[config.mk]
export PLATFORM = sky130hd
export DESIGN_NAME = uart_rxd
export DESIGN_NICKNAME = d
export VERILOG_FILES = /design/src/rtl/uart_pkg.sv /design/src/rtl/uart_rxd.sv
export SDC_FILE = /design/constraint.sdc
export NUM_CORES = 1
export LEC_CHECK = 0
export ABC_AREA = 1
export ABC_CLOCK_PERIOD_IN_PS = 1850
export BUFFER_PORTS_ARGS = -buffer_cell sky130_fd_sc_hd__buf_2
export CAP_MARGIN = 30
export CORE_MARGIN = 3
export CORE_UTILIZATION = 46
export CTS_BUF_LIST = sky130_fd_sc_hd__clkbuf_8
export CTS_CLUSTER_SIZE = 28
export DETAILED_ROUTE_END_ITERATION = 8
export PLACE_DENSITY = 0.67
export SYNTH_ARGS = -nofsm -noshare
export SYNTH_HDL_FRONTEND = slang
export SYNTH_SLANG_ARGS = --single-unit
[constraint.sdc]
create_clock -name SYS_CLK -period 1.85 [get_ports SYS_CLK]
set_input_delay 0.0925 -clock SYS_CLK [delete_from_list [all_inputs] [get_ports SYS_CLK]]
set_output_delay 0.0925 -clock SYS_CLK [all_outputs]
set_load 0.01 [all_outputs]
[src/rtl/uart_pkg.sv]
// Shared UART definitions: default line settings, FSM state type and the
// clocks-per-bit helper used by both the receive and transmit paths.
package uart_pkg;

    localparam int unsigned DEF_CLK_FREQ  = 50_000_000;
    localparam int unsigned DEF_BAUD_RATE = 115_200;

    typedef enum logic [1:0] {
        IDLE  = 2'd0,
        START = 2'd1,
        DATA  = 2'd2,
        STOP  = 2'd3
    } uart_state_t;

    // Clocks per bit period (integer division, truncating).
    function automatic int unsigned calc_baud_cnt(input int unsigned clk_freq,
                                                  input int unsigned baud_rate);
        return clk_freq / baud_rate;
    endfunction

endpackage

[src/rtl/uart_rxd.sv]
// UART 8N1 receiver (idle high, LSB first) with 3-sample majority voting,
// start-bit glitch rejection and framing-error detection.
//   SYS_CLK   : system clock
//   RST_N     : synchronous active-low reset
//   Rxd       : asynchronous serial input, idle high
//   data_out  : last correctly received byte, held until the next good frame
//   rx_done   : one-cycle pulse, data_out newly updated
//   frame_err : one-cycle pulse, stop bit sampled low
//   rx_busy   : high from start-edge detection until the stop-bit decision
// CLK_FREQ / BAUD_RATE must be at least 8.
module uart_rxd
    import uart_pkg::*;
#(
    parameter int unsigned CLK_FREQ  = DEF_CLK_FREQ,
    parameter int unsigned BAUD_RATE = DEF_BAUD_RATE
) (
    input  logic       SYS_CLK,
    input  logic       RST_N,
    input  logic       Rxd,
    output logic [7:0] data_out,
    output logic       rx_done,
    output logic       frame_err,
    output logic       rx_busy
);

    localparam int unsigned BAUD_CNT = calc_baud_cnt(CLK_FREQ, BAUD_RATE);
    localparam int unsigned CNT_W    = $clog2(BAUD_CNT);
    localparam int unsigned HALF     = BAUD_CNT / 2;

    function automatic logic maj3(input logic a, input logic b, input logic c);
        return (a & b) | (a & c) | (b & c);
    endfunction

    logic             rxd_s1;
    logic             rxd_s2;
    logic             rxd_prev;
    uart_state_t      state,    state_n;
    logic [CNT_W-1:0] cnt,      cnt_n;
    logic [2:0]       bit_idx,  bit_idx_n;
    logic [7:0]       shift,    shift_n;
    logic [1:0]       samp,     samp_n;
    logic [7:0]       data_n;
    logic             done_n;
    logic             err_n;
    logic             busy_n;
    logic             fall;
    logic             cnt_wrap;
    logic             decide;
    logic             bit_val;

    // Two-stage synchronizer plus previous-value register for edge detection.
    always_ff @(posedge SYS_CLK) begin
        if (!RST_N) begin
            rxd_s1   <= 1'b1;
            rxd_s2   <= 1'b1;
            rxd_prev <= 1'b1;
        end else begin
            rxd_s1   <= Rxd;
            rxd_s2   <= rxd_s1;
            rxd_prev <= rxd_s2;
        end
    end

    assign fall     = rxd_prev & ~rxd_s2;
    assign cnt_wrap = (cnt == CNT_W'(BAUD_CNT - 1));
    assign decide   = (cnt == CNT_W'(HALF + 1));
    // Third sample is the live synchronized value at the decision point.
    assign bit_val  = maj3(samp[0], samp[1], rxd_s2);

    // State and datapath registers.
    always_ff @(posedge SYS_CLK) begin
        if (!RST_N) begin
            state     <= IDLE;
            cnt       <= '0;
            bit_idx   <= '0;
            shift     <= '0;
            samp      <= '0;
            data_out  <= 8'h00;
            rx_done   <= 1'b0;
            frame_err <= 1'b0;
            rx_busy   <= 1'b0;
        end else begin
            state     <= state_n;
            cnt       <= cnt_n;
            bit_idx   <= bit_idx_n;
            shift     <= shift_n;
            samp      <= samp_n;
            data_out  <= data_n;
            rx_done   <= done_n;
            frame_err <= err_n;
            rx_busy   <= busy_n;
        end
    end

    // Next-state and next-output logic.
    always_comb begin
        state_n   = state;
        cnt_n     = cnt;
        bit_idx_n = bit_idx;
        shift_n   = shift;
        samp_n    = samp;
        data_n    = data_out;
        done_n    = 1'b0;
        err_n     = 1'b0;
        busy_n    = rx_busy;

        if (state != IDLE) begin
            cnt_n = cnt_wrap ? '0 : CNT_W'(cnt + 1'b1);
            if (cnt == CNT_W'(HALF - 1)) samp_n[0] = rxd_s2;
            if (cnt == CNT_W'(HALF))     samp_n[1] = rxd_s2;
        end

        case (state)
            IDLE: begin
                // Only a fresh falling edge starts a frame; a held-low line does not.
                if (fall) begin
                    state_n = START;
                    cnt_n   = '0;
                    busy_n  = 1'b1;
                end
            end
            START: begin
                if (decide && bit_val) begin
                    state_n = IDLE;
                    cnt_n   = '0;
                    busy_n  = 1'b0;
                end else if (cnt_wrap) begin
                    state_n   = DATA;
                    bit_idx_n = '0;
                end
            end
            DATA: begin
                if (decide) shift_n = {bit_val, shift[7:1]};
                if (cnt_wrap) begin
                    if (bit_idx == 3'd7) state_n = STOP;
                    else                 bit_idx_n = 3'(bit_idx + 1'b1);
                end
            end
            STOP: begin
                // Leave at mid-stop so a back-to-back start edge is not missed.
                if (decide) begin
                    state_n = IDLE;
                    cnt_n   = '0;
                    busy_n  = 1'b0;
                    if (bit_val) begin
                        data_n = shift;
                        done_n = 1'b1;
                    end else begin
                        err_n = 1'b1;
                    end
                end
            end
            default: state_n = IDLE;
        endcase
    end

endmodule
==> run summary, run 1 <==
OUTCOME
--------------------------------------------------------------------------------------------------
Outcome ............................................................................. finished, final reports clean

CTS
--------------------------------------------------------------------------------------------------
Sink count of the clock tree ........................................................           38
Clock Latency Late Sink .............................................................      0.28 ns
Longest Clk Path Bufs ...............................................................            2
# Post-CTS Setup Buffers ............................................................            0
Clock root buffer ................................................................... sky130_fd_sc_hd__clkbuf_8
Number of buffers inserted during clock tree synthesis ..............................            5
CTS tree ............................................................................         done
Cts hold-fix bufs ...................................................................            1
Resized Gates After CTS .............................................................            0
Clock transition time at the flip-flop clock pins of the worst setup and hold paths .      0.07 ns
H-tree depth ........................................................................            2

PLACED DESIGN
--------------------------------------------------------------------------------------------------
Detailed placer's ending HPWL .......................................................      2380 um
Number of I/O port buffers ..........................................................           13
Number of instances in the placed design ............................................          299
Routability congestion estimate .....................................................        0.827

TIMING
--------------------------------------------------------------------------------------------------
Setup tns final .....................................................................         0 ns
Highest attainable clock frequency ..................................................    0.641 GHz
Final worst path period share .......................................................        84.3%
Total of endpoints with negative setup slack in the final report ....................            0
Pin slew with the least headroom to its limit .......................................     0.367 ns
Shortest period the worst path allows ...............................................      1.56 ns
Endpoints failing hold ..............................................................            0
Relative slew slack .................................................................        75.3%
Slew Viols, Final ...................................................................            0
Clock skew after layout .............................................................   0.00401 ns
RSZ-0062 raised after global routing ................................................        false

POWER
--------------------------------------------------------------------------------------------------
Internal power summed over all cells ................................................      1.17 mW
Power per Cell Area .................................................................   779 mW/mm2
Worst IR drop on VDD ................................................................   0.000591 V
Portion of total power attributed to the clock network ..............................        37.2%
Switching Share .....................................................................        24.5%
Switching power summed over all nets ................................................     0.379 mW
LEAKAGE .............................................................................     0.818 nW
Sequential group share of total power ...............................................        54.8%
Combinational cell fraction of total power ..........................................         8.0%

SYNTH
--------------------------------------------------------------------------------------------------
Post-synthesis net count ............................................................          251
Count of synthesis-stage warnings from yosys ........................................            0
Part of the Yosys area used for sequential elements .................................        42.5%
Combinational family with the most area after synthesis ............................. simple AND/OR/NAND/NOR gates
Simple logic cell fraction of the synthesized area ..................................        26.7%
Synth cell types ....................................................................           27
Cells after synthesis ...............................................................          242
Adder and majority gate portion of the synthesized area .............................        4.20%
Mux contribution to synthesized area ................................................           0%
Area share of xor/xnor cells in the synthesized design ..............................        2.45%
Summed instance area of the synthesized netlist .....................................  0.00179 mm2
Number of flip-flops and latches in the synthesized netlist .........................           38
Mean Syn Cell Area ..................................................................     7.39 um2
Synthesized-area fraction occupied by ao, oa, aoi and oai cells .....................        14.4%

GLOBAL ROUTE
--------------------------------------------------------------------------------------------------
Global Route Usage Sum ..............................................................        15.7%
Met1 layer usage reported by global route ...........................................        20.8%
Wire length of the first global-routing pass ........................................      5530 um
Overflow after GRT ..................................................................            0
Met2 GRT Util .......................................................................        24.1%
Vias in the first global route ......................................................         1281
Most heavily used metal layer in global routing .....................................         met2
Maximum number of pins on one net before global-route repair ........................           17
Antenna violations before repair ....................................................            0
Routing usage on met3 ...............................................................        4.76%

ROUTING
--------------------------------------------------------------------------------------------------
Per-cell via count in the routed design .............................................         4.69
Drt pass-1 iters ....................................................................            4
Vias post-DR ........................................................................         1445
Mean routed wirelength per cell .....................................................      10.4 um
Number of nets still failing antenna checks after routing ...........................            0
Number of remaining DRC errors ......................................................            0
Iteration-0 DRC count of the detailed router ........................................           74
Routed WL ...........................................................................      3190 um

LAYOUT
--------------------------------------------------------------------------------------------------
Signed area change from the synthesized netlist to the final layout .................        11.1%
Count of antenna diodes in the layout ...............................................            0
FILL cells ..........................................................................          370
Final Net Count .....................................................................          268
Proportion of layout cells with a drive suffix above 1 ..............................        17.3%
Number of standard cells in the layout, taps in and fillers out .....................          308
Final core area utilization .........................................................        53.5%

WORST SETUP PATH
--------------------------------------------------------------------------------------------------
Number of buffer and inverter stages on the critical path ...........................            1
Path depth of the worst reg2reg path ................................................            8
Critical-path cell with the highest stage delay ..................................... sky130_fd_sc_hd__dfxtp_1
Startpoint type of the worst setup path .............................................     register
Required time of the worst setup path ...............................................      2.07 ns
CP Max Fanout .......................................................................           16
Critical path type .................................................................. register to register
Crit-path cells ..................................................................... inv_1 > ha_1 > nand2_1 > nor2_2 > nand3_2 > nor2_4 > o21ai_0 > a21oi_1
Logic depth of the worst setup path including buffers ...............................            8
Crit path capture type ..............................................................     register
Worst path arrival time .............................................................      1.78 ns
Reg2reg setup slack .................................................................      0.29 ns
Peak per-stage delay on the critical path ...........................................      0.36 ns
Kind of cell adding the most delay to the critical path ............................. simple AND/OR/NAND/NOR gates

WORST HOLD PATH
--------------------------------------------------------------------------------------------------
Number of stages on the worst hold path .............................................            2
Path class of the lowest-slack min-delay path ....................................... input pin to register

FLOORPLANNING
--------------------------------------------------------------------------------------------------
Ports ...............................................................................           14
Core area ...........................................................................  0.00372 mm2
Effective utilization at floorplan ..................................................        48.1%
Chip Width ..........................................................................      68.3 um
Die area ............................................................................  0.00467 mm2
Number of placement rows ............................................................           22
Die Height ..........................................................................      68.3 um

FLOW RUN
--------------------------------------------------------------------------------------------------
Maximum Capacitance Violations ......................................................            0

==> worst reg2reg max path: stages, from the launching register on <==
cell	delay (ns)
sky130_fd_sc_hd__dfxtp_1	0.36
sky130_fd_sc_hd__inv_1	0.09
sky130_fd_sc_hd__ha_1	0.14
sky130_fd_sc_hd__nand2_1	0.06
sky130_fd_sc_hd__nor2_2	0.11
sky130_fd_sc_hd__nand3_2	0.15
sky130_fd_sc_hd__nor2_4	0.34
sky130_fd_sc_hd__o21ai_0	0.13
sky130_fd_sc_hd__a21oi_1	0.12
==> final timing paths <==
kind	from	endpoint
hold reg to reg	rxd_s1$_SDFF_PN1_	rxd_s2$_SDFF_PN1_
setup reg to reg	cnt[0]$_SDFF_PN0_	data_out[0]$_SDFFE_PN0P_
hold / removal	RST_N	rxd_prev$_SDFF_PN1_
setup / recovery	cnt[0]$_SDFF_PN0_	data_out[0]$_SDFFE_PN0P_
==> Yosys cell counts, drive strengths merged <==
| master | n | area share (%) |
|---|---|---|
| o21ai | 22 | 7.0 |
| nor3b | 1 | 0.42 |
| inv | 36 | 7.6 |
| xor2 | 5 | 2.4 |
| o21bai | 1 | 0.42 |
| nor3 | 4 | 1.1 |
| nand2 | 49 | 11 |
| clkbuf | 1 | 0.21 |
| a21oi | 22 | 6.6 |
| ha | 6 | 4.2 |
| nor2 | 31 | 7.9 |
| buf | 4 | 2.0 |
| dfxtp | 38 | 43 |
| o211ai | 1 | 0.42 |
| nand4 | 2 | 0.70 |
| or2 | 3 | 1.0 |
| nand3 | 16 | 4.8 |
==> power by group through the flow <==
stage	clock network (mW)	logic, mW	registers (mW)
4_1_cts	0.601	0.125	0.849
6_report	0.575	0.124	0.849
5_1_grt	0.639	0.141	0.851
3_5_place_dp	0	0.122	0.868
3_3_place_gp	0	0.123	0.867
2_1_floorplan	0	0.0930	0.866
==> cell usage in the layout (no fill, tap or decap), types with 3 or more instances in the layout <==
cell,n
sky130_fd_sc_hd__nand2_1,46
sky130_fd_sc_hd__clkbuf_8,6
sky130_fd_sc_hd__ha_1,6
sky130_fd_sc_hd__inv_2,5
sky130_fd_sc_hd__inv_1,31
sky130_fd_sc_hd__o21ai_2,4
sky130_fd_sc_hd__a21oi_1,20
sky130_fd_sc_hd__nand3_1,15
sky130_fd_sc_hd__nor3_1,4
sky130_fd_sc_hd__dfxtp_1,38
sky130_fd_sc_hd__o21ai_0,18
sky130_fd_sc_hd__nand2_2,3
sky130_fd_sc_hd__nor2_1,25
sky130_fd_sc_hd__nor2_2,4
sky130_fd_sc_hd__xor2_1,5
sky130_fd_sc_hd__buf_2,13
==> through the flow <==
stage	hold WS (ns)	area, um2	setup slack, ns	power, mW
floorplan	0.199	1790	0.474	0.959
global placement	0.281	1880	0.320	0.991
detailed placement	0.281	1880	0.308	0.990
CTS	0.117	1990	0.273	1.58
global route	0.127	1990	0.0594	1.63
finish	0.113	1990	0.290	1.55
==> state kept, by name, summed over array words and instances (netlist names), named ones only <==
name       count
rx_done        1
rxd_s2         1
data_out       8
rxd_s1         1
state          1
frame_err      1
bit_idx        3
cnt            9
shift          8
rx_busy        1
rxd_prev       1
samp           2
==> layout make-up <==
class                      instances  area [um2]  share of cell area (%)
clock buffer                       6        82.6                    4.16
clock inverter                     2        12.5                   0.630
inverter                          36         135                    6.80
multi-input combinational        163         853                    42.9
sequential                        38         761                    38.3
tap                               48        60.1                    3.02
timing repair buffer              15        82.6                    4.16
==> per-layer routing <==
layer / routed length (um) / part of all wire (%)
met1: 1650 / 52
met2: 1380 / 43
met3: 126 / 4.0
met4: 30 / 0.94
met5: 0 / 0
==> cells by family after synthesis <==
kind of cell               after synthesis
DFF                                     38
buffers and inverters                   41
AOI/OAI and AO/OA                       46
and+or+nand+nor                        106
adders and majority gates                6
xor gates and xnor gates                 5
Power figures use the tool's default switching activity.
==> run 2: changes to the inputs <==
Settings changed: ABC_CLOCK_PERIOD_IN_PS 1850 to 1570.
Clock period 1.85 ns to 1.57 ns, I/O delays scaled along.
==> run 2 against run 1 <==
Net effect:
- flip-flop and latch count is the same
- worst setup slack got worse by 0.17 ns
- total power increased by 20%
- sequential power grew 17%
- count of clock-buffer cells in the layout did not move
- largest cell class unchanged
- largest power group unchanged
==> run summary, run 2 (synthesis gave the netlist of run 1 again) <==
WORST SETUP PATH
--------------------------------------------------------------------------------------------------
Critical-path cell with the highest stage delay ..................................... sky130_fd_sc_hd__dfxtp_1
Worst path arrival time .............................................................      1.64 ns
Number of buffer and inverter stages on the critical path ...........................            0
Path depth of the worst reg2reg path ................................................            8
Origin of the critical flop-to-flop path ............................................ cnt[1]$_SDFF_PN0_
Kind of cell adding the most delay to the critical path ............................. simple AND/OR/NAND/NOR gates
Reg2reg setup slack .................................................................      0.12 ns
Crit-path cells ..................................................................... ha_1 > nand2_1 > nor2_2 > nand2_1 > o21ai_2 > nand3_2 > nand2_4 > nor2_1
Crit-path most repeated cell ........................................................ sky130_fd_sc_hd__nand2_1
Required time of the worst setup path ...............................................      1.75 ns
Startpoint type of the worst setup path .............................................     register
Worst flop-to-flop path endpoint .................................................... cnt[7]$_SDFF_PN0_
Peak per-stage delay on the critical path ...........................................      0.40 ns
CP Max Fanout .......................................................................            7
Critical path type .................................................................. register to register
Crit path capture type ..............................................................     register

TIMING
--------------------------------------------------------------------------------------------------
Shortest period the worst path allows ...............................................      1.45 ns
Highest attainable clock frequency ..................................................    0.689 GHz
Minimum hold slack ..................................................................     0.144 ns
Slew Viols, Final ...................................................................            0
Endpoints failing hold ..............................................................            0
Pin slew with the least headroom to its limit .......................................     0.297 ns
RSZ-0062 raised after global routing ................................................        false
Relative slew slack .................................................................        80.1%
Total of endpoints with negative setup slack in the final report ....................            0
Clock skew after layout .............................................................   0.00513 ns
Final worst path period share .......................................................        92.4%
Setup tns final .....................................................................         0 ns
Worst Setup Slack, final ............................................................     0.119 ns

GLOBAL ROUTE
--------------------------------------------------------------------------------------------------
Global Route Usage Sum ..............................................................        16.2%
Maximum number of pins on one net before global-route repair ........................           18
Overflow after GRT ..................................................................            0
Antenna violations before repair ....................................................            0
Vias in the first global route ......................................................         1285
Wire length of the first global-routing pass ........................................      5560 um

FLOORPLANNING
--------------------------------------------------------------------------------------------------
Ports ...............................................................................           14
Effective utilization at floorplan ..................................................        48.1%
Die area ............................................................................  0.00467 mm2
Core area ...........................................................................  0.00372 mm2
Number of placement rows ............................................................           22
Die Height ..........................................................................      68.3 um
Chip Width ..........................................................................      68.3 um

LAYOUT
--------------------------------------------------------------------------------------------------
Most frequent standard cell in the layout excluding fill and tap cells .............. sky130_fd_sc_hd__nand2_1
Count of antenna diodes in the layout ...............................................            0
Number of standard cells in the layout, taps in and fillers out .....................          312
Register bank with the most flops ...................................................          cnt
Top library cells by usage in the layout, fill and taps aside ....................... sky130_fd_sc_hd__nand2_1, sky130_fd_sc_hd__dfxtp_1, sky130_fd_sc_hd__inv_1
Max FFs per register ................................................................            9
Biggest registers after layout ...................................................... cnt: 9 flops, data_out: 8 flops, shift: 8 flops
Proportion of layout cells with a drive suffix above 1 ..............................        20.5%
Final Net Count .....................................................................          272
Signed area change from the synthesized netlist to the final layout .................        15.3%

ROUTING
--------------------------------------------------------------------------------------------------
Number of remaining DRC errors ......................................................            0
Routed WL ...........................................................................      3140 um
Drt pass-1 iters ....................................................................            4
Vias post-DR ........................................................................         1467
Per-cell via count in the routed design .............................................         4.70
Mean routed wirelength per cell .....................................................      10.1 um
Number of nets still failing antenna checks after routing ...........................            0
Iteration-0 DRC count of the detailed router ........................................           73

PLACED DESIGN
--------------------------------------------------------------------------------------------------
Number of instances in the placed design ............................................          303
Number of I/O port buffers ..........................................................           13
Detailed placer's ending HPWL .......................................................      2330 um
Worst slack after detailed placement ................................................    0.0838 ns
Routability congestion estimate .....................................................        0.831

WORST HOLD PATH
--------------------------------------------------------------------------------------------------
Number of stages on the worst hold path .............................................            3
Path class of the lowest-slack min-delay path ....................................... input pin to register
Hold Crit Start .....................................................................        RST_N

CTS
--------------------------------------------------------------------------------------------------
# Post-CTS Setup Buffers ............................................................            0
Clock root buffer ................................................................... sky130_fd_sc_hd__clkbuf_8
H-tree depth ........................................................................            2
Clock transition time at the flip-flop clock pins of the worst setup and hold paths .      0.07 ns
Longest Clk Path Bufs ...............................................................            2
Sink count of the clock tree ........................................................           38
Number of buffers inserted during clock tree synthesis ..............................            5
CTS tree ............................................................................         done
Clock Latency Late Sink .............................................................      0.29 ns

OUTCOME
--------------------------------------------------------------------------------------------------
Outcome ............................................................................. finished, final reports clean

POWER
--------------------------------------------------------------------------------------------------
Worst IR drop on VDD ................................................................   0.000701 V
Power per Cell Area .................................................................   899 mW/mm2
LEAKAGE .............................................................................     0.865 nW
Overall power after layout ..........................................................      1.85 mW

FLOW RUN
--------------------------------------------------------------------------------------------------
Maximum Capacitance Violations ......................................................            0

==> run 2: changes by cell type in the layout (fill, tap and decap cells not counted), sizes merged <==
cell  before  now
buf       14   18
==> run 2: worst min-delay path: stages <==
cell and delay [ns]:
sky130_fd_sc_hd__buf_2 0.19, sky130_fd_sc_hd__nand2_1 0.10, sky130_fd_sc_hd__inv_1 0.03
==> run 2: stage by stage <==
stage	util [%]	instance area (um2)
2_1_floorplan	-	1790
3_3_place_gp	51.8	1920
3_5_place_dp	51.8	1920
6_report	55.5	2060
5_1_grt	55.5	2060
4_1_cts	54.6	2030
==> run 2: cell type report <==
type,count,area [um2]
Clock buffer,6,82.6
Clock inverter,2,12.5
Fill cell,371,1650
Inverter,36,135
Multi-Input combinational cell,163,886
Sequential cell,38,761
Tap cell,48,60.1
Timing Repair Buffer,19,125
==> run 2: worst max path at each step <==
stage / slack [ns] / startpoint / cells after the start / endpoint
finish: 0.12 / cnt[1]$_SDFF_PN0_ / 8 / cnt[7]$_SDFF_PN0_
detailed placement: 0.08 / cnt[1]$_SDFF_PN0_ / 8 / cnt[7]$_SDFF_PN0_
CTS: 0.07 / cnt[1]$_SDFF_PN0_ / 8 / cnt[7]$_SDFF_PN0_
global placement: 0.10 / cnt[1]$_SDFF_PN0_ / 8 / cnt[7]$_SDFF_PN0_
global route: 0.0003 / cnt[1]$_SDFF_PN0_ / 11 / bit_idx[1]$_SDFFE_PN0P_
floorplan: 0.19 / cnt[0]$_SDFF_PN0_ / 10 / shift[6]$_SDFFE_PN0P_
==> run 2: routing by layer <==
metal,track usage (%),vias up,part of all wire [%]
met2,23.6,16,41
met4,7.94,0,2.1
met1,21.7,634,54
li1,-,811,-
met3,4.93,6,3.0
met5,0,-,0
==> run 2: repair_timing <==
item	CTS	global route
endpoints found under the hold margin	1	0
resized for setup	0	14
hold buffers	1	0
setup endpoints to repair	0	19
==> run 2: power by group <==
part	total [mW]	internal (mW)	leakage, nW	switching, mW
registers	0.997	0.979	0.307	0.0176
clock network	0.686	0.353	0.0472	0.334
logic	0.170	0.0576	0.510	0.112
